`src/rtl/b_reg_if.sv`:
```
// Bus bundle for the NSC-8 B operand register: two load strobes, data bus in, and register contents out.
interface b_reg_if #(
    parameter int N = 8
);
    logic         load_immediate_b;
    logic         load_b;
    logic [N-1:0] data_in;
    logic [N-1:0] data_out;

    // There is no valid/ready handshake. A load strobe is a one-cycle command
    // that is sampled on the rising clk edge together with data_in. data_out
    // shows the result from the following edge onward and is always valid.
    modport master (
        output load_immediate_b,
        output load_b,
        output data_in,
        input  data_out
    );

    modport slave (
        input  load_immediate_b,
        input  load_b,
        input  data_in,
        output data_out
    );
endinterface

```
`src/rtl/b_reg.sv`:
```
// B operand register for the NSC-8 ALU: loads the full bus word or the zero-extended immediate field.
module b_reg #(
    parameter int N     = 8,
    parameter int IMM_W = 4
) (
    input  logic    clk,
    input  logic    rst_n,
    b_reg_if.slave  bus
);
    logic [N-1:0] b_q;
    logic [N-1:0] imm_ext;

    // The upper bits are cleared on an immediate load, so the register never
    // holds a mix of old and new data.
    assign imm_ext = {{(N-IMM_W){1'b0}}, bus.data_in[IMM_W-1:0]};

    always_ff @(posedge clk) begin
        if (!rst_n) begin
            b_q <= '0;
        end else if (bus.load_b) begin
            b_q <= bus.data_in;
        end else if (bus.load_immediate_b) begin
            b_q <= imm_ext;
        end
    end

    assign bus.data_out = b_q;
endmodule

```
`src/flat_wrapper.sv`:
```
// flat-port wrapper written by rule: the top's interface ports become plain ports
module b_reg_flat 
#(
    parameter int N     = 8,
    parameter int IMM_W = 4
)
  (clk, rst_n, bus_load_immediate_b, bus_load_b, bus_data_in, bus_data_out);
  b_reg_if #(.N(N)) bus_i ();
  input  logic clk;
  input  logic rst_n;
  input wire logic [$bits(bus_i.load_immediate_b)-1:0] bus_load_immediate_b;
  input wire logic [$bits(bus_i.load_b)-1:0] bus_load_b;
  input wire logic [$bits(bus_i.data_in)-1:0] bus_data_in;
  output wire logic [$bits(bus_i.data_out)-1:0] bus_data_out;
  assign bus_i.load_immediate_b = bus_load_immediate_b;
  assign bus_i.load_b = bus_load_b;
  assign bus_i.data_in = bus_data_in;
  assign bus_data_out = bus_i.data_out;
  b_reg #(.N(N), .IMM_W(IMM_W)) u_core (.clk(clk), .rst_n(rst_n), .bus(bus_i));
endmodule
```
`config.mk`:
```
export PLATFORM = sky130hd
export DESIGN_NAME = b_reg_flat
export DESIGN_NICKNAME = d
export VERILOG_FILES = /design/src/rtl/b_reg_if.sv /design/src/rtl/b_reg.sv /design/src/flat_wrapper.sv
export SDC_FILE = /design/constraint.sdc
export NUM_CORES = 1
export LEC_CHECK = 0
export ABC_AREA = 1
export BUFFER_PORTS_ARGS = -buffer_cell sky130_fd_sc_hd__buf_4
export CAP_MARGIN = 30
export CORE_AREA = 4 4 41 43
export DETAILED_ROUTE_END_ITERATION = 10
export DIE_AREA = 0 0 45 47
export SKIP_CTS_REPAIR_TIMING = 1
export SLEW_MARGIN = 20
export SYNTH_ARGS = -nofsm -noshare
export SYNTH_HDL_FRONTEND = slang
export SYNTH_SLANG_ARGS = --single-unit
```
`constraint.sdc`:
```
create_clock -name clk -period 1.25 [get_ports clk]
set_input_delay 0.0625 -clock clk [delete_from_list [all_inputs] [get_ports clk]]
set_output_delay 0.0625 -clock clk [all_outputs]
set_load 0.02 [all_outputs]
```
Word-level counts from Yosys, hierarchy flattened --
Cells that the tools add are included. Widths: inputs -> output; s select.
Word-level totals: input port bits 12, register bits 8
Cells by class: mux-type cells 2, reduce and logical (&&, ||, !) cells 1
Operator list (count):
- $mux 8 | 2
- $reduce_bool 2->1 | 1

Depth between registers and ports, before layout --
depth in word-level cells 2, mapped depth 5, gate-level depth less buffers 4

Least setup slack after synthesis --
Ideal clock, no wire load.
kind reg-to-reg, from register, netlist name u_core.bus.data_out[0], to register u_core.b_q[0] (netlist: u_core.bus.data_out[0]), path buffers 0, setup time 64 ps, data arrival time 629 ps, path slack 557 ps, required time 1186 ps, cell stages (with the launch flop) 5, clock period less this slack 693 ps, cell sequence dfxtp_1 inv_1 nand2_1 nand2_1 nor2_1
RTL lines:
- end signal: assignment | line b_reg.sv:21 | b_q <= bus.data_in;
- end signal: assignment | line b_reg.sv:23 | b_q <= imm_ext;
- end: declaration | line b_reg.sv:10 | logic [N-1:0] b_q;

Worst setup path after layout --
from register u_core.b_q[6] (netlist: u_core.bus.data_out[6]), to output port bus_data_out[6]
RTL lines:
- end: declaration | line flat_wrapper.sv:14 | output wire logic [$bits(bus_i.data_out)-1:0] bus_data_out;
No word-level cell between the ends.

==> impl_metrics.json <==
{
  "status": "finished clean",
  "synth_area_um2": 307,
  "crit_type": "reg2out",
  "grt_pass1_vias": 297,
  "holdPathStages": 3,
  "hp-class": "in2reg",
  "synth.distinct_cells": 7,
  "worstSkewPairLatency_ns": 0.25,
  "cts-htree-levels": 1,
  "path_cells": "buf_4",
  "cts_buffer_depth": 2,
  "ios": 20,
  "port_buffers": 19,
  "cp-start-kind": "register",
  "die_w_um": 45,
  "drcViolationCount": 0,
  "ys_top_cells_by_area": "dfxtp_1 (52%), nand2_1 (20%), nor2_1 (9.8%)",
  "synth.avg_cell_area_um2": 7.13,
  "cts_root_buf": "clkbuf_4",
  "max_freq_mhz": 1250,
  "synth_area_leader_cell": "dfxtp_1",
  "critical_path_buf_inv_count": 1,
  "grt_max_degree": 13,
  "ys_seq_area_share_pct": 52.2,
  "dieHeight_um": 47,
  "drtIter0Drc": 0,
  "via_count": 322,
  "utilization_pct": 36.8,
  "max_stage_delay_ns": 0.34,
  "clkTransAtPathRegs_ns": 0.06,
  "viasPerCell": 4.08,
  "slew_viol_final": 0,
  "diodes": 0,
  "drive_above_1_share_pct": 35.9,
  "p_leak_nw": 0.245,
  "groute.usage.overall_pct": 7.61,
  "worstPathArrival_ns": 0.74,
  "overflow": 0,
  "endpoint_kind": "output pin",
  "firstDrtPassIters": 1,
  "drt-total-wl_um": 714,
  "max_cap_viol_count": 0,
  "yosysTopAreaCellShare_pct": 52.2,
  "grt_pass1_wl_mm": 1.13,
  "syn_inst": 43,
  "ys_warn_count": 0,
  "seqPwrFrac_pct": 47.7,
  "critPathSlowestCell": "dfxtp_1",
  "tightest_slew_ns": 0.438,
  "post-route-period-util_pct": 64.2,
  "largest_reg_flops": 8,
  "min_period_ns": 0.803,
  "place_congestion": 0.681,
  "r2r_start": "u_core.bus.data_out[2]",
  "antenna_found_initial": 0,
  "intPower_w": 0.000434,
  "wl_per_cell_um": 9.04,
  "ant_nets": 0,
  "fin_skew_ns": 0,
  "cts_tree": "yes",
  "die_area_um2": 2120,
  "rsz0062_at_grt": "false",
  "r2r_end": "u_core.bus.data_out[2]",
  "slew_headroom_pct": 70.8,
  "power.share.clock_pct": 34.3,
  "p_switching_w": 0.000150,
  "core_area_um2": 1300,
  "power.density_nw_per_um2": 1220,
  "cp_top_family": "flip-flops",
  "ff2ff_path_depth": 4,
  "switching_share_pct": 25.7,
  "setup_viol": 0,
  "start_util_pct": 23.6,
  "cp_max_fo": 2,
  "hold_path_end": "u_core.bus.data_out[2]",
  "reg2reg_slack_ns": 0.63,
  "syn2layout_area_growth_pct": 56.3,
  "finalHoldViolations": 0,
  "power_frac_comb_pct": 18.0,
  "fin_nets": 78,
  "ir_drop_v": 0.000542,
  "min_from": "bus_data_in[2]",
  "cts_buffers": 3,
  "syn_nets": 55,
  "cts.sinks": 8,
  "hpwl_um": 546,
  "tns_ns": 0,
  "cp_data_required_time_ns": 1.19,
  "std_cell_rows": 13,
  "ys_ff_latch": 8
}
[metrics by stage]
step	hold WS (ns)	std cells	worst slack [ns]	area [µm²]	power [W]
after CTS	0.0273	79	0.439	479	0.000592
after detailed placement	0.292	76	0.366	457	0.000390
after global routing	0.0417	79	0.416	479	0.000608
final	0.0287	79	0.447	479	0.000584
after floorplan	0.183	43	0.557	307	0.000335
after global placement	0.285	76	0.404	457	0.000389
[cells by family (layout without fill, tap and decap cells)]
logic type	after synthesis	count (layout)	synth area share, %
and+or+nand+nor	25	25	31.4
DFF	8	8	52.2
buffers and inverters	6	27	9.80
AOI/OAI and AO/OA	4	4	6.53
[cell type report]
type | count | area [µm²]
well taps | 15 | 18.8
fillers | 157 | 822
repair buffers | 19 | 143
clock buffers | 3 | 22.5
multi-input cells | 29 | 116
inverters | 5 | 18.8
flip-flops and latches | 8 | 160
[cell usage in the layout, fill, tap and decap left out, drive strengths merged]
cell type / instances
buf: 19
dfxtp: 8
nor2: 9
a21oi: 4
inv: 5
clkbuf: 3
nand2: 16
[layer usage]
| layer | track usage (%) | wire, µm |
|---|---|---|
| met4 | 5.26 | 17 |
| met2 | 12.4 | 300 |
| met3 | 2.30 | 86 |
| met1 | 8.51 | 311 |
| met5 | 0 | 0 |
[power by group through the flow]
stage | clock, W | combinational [W] | sequential [W]
after floorplan | 0 | 0.0000320 | 0.000303
after global placement | 0 | 0.000106 | 0.000284
after detailed placement | 0 | 0.000106 | 0.000284
after CTS | 0.000207 | 0.000107 | 0.000279
after global routing | 0.000211 | 0.000116 | 0.000281
final | 0.000200 | 0.000105 | 0.000278
[worst max-delay path by stage]
stage | slack (ns) | start | depth (start not counted) | end
3_3_place_gp | 0.40 | bus_load_b | 5 | u_core.bus.data_out[1]
2_1_floorplan | 0.56 | u_core.bus.data_out[0] | 4 | u_core.bus.data_out[0]
5_1_grt | 0.42 | u_core.bus.data_out[7] | 1 | bus_data_out[7]
6_report | 0.45 | u_core.bus.data_out[6] | 1 | bus_data_out[6]
3_5_place_dp | 0.37 | bus_load_b | 4 | u_core.bus.data_out[5]
4_1_cts | 0.44 | u_core.bus.data_out[6] | 1 | bus_data_out[6]
[Yosys cell counts]
cell	number
a21oi_1	4
buf_6	1
dfxtp_1	8
inv_1	5
nand2_1	16
nor2_1	8
nor2_2	1
(Power assumes the default switching activity.)
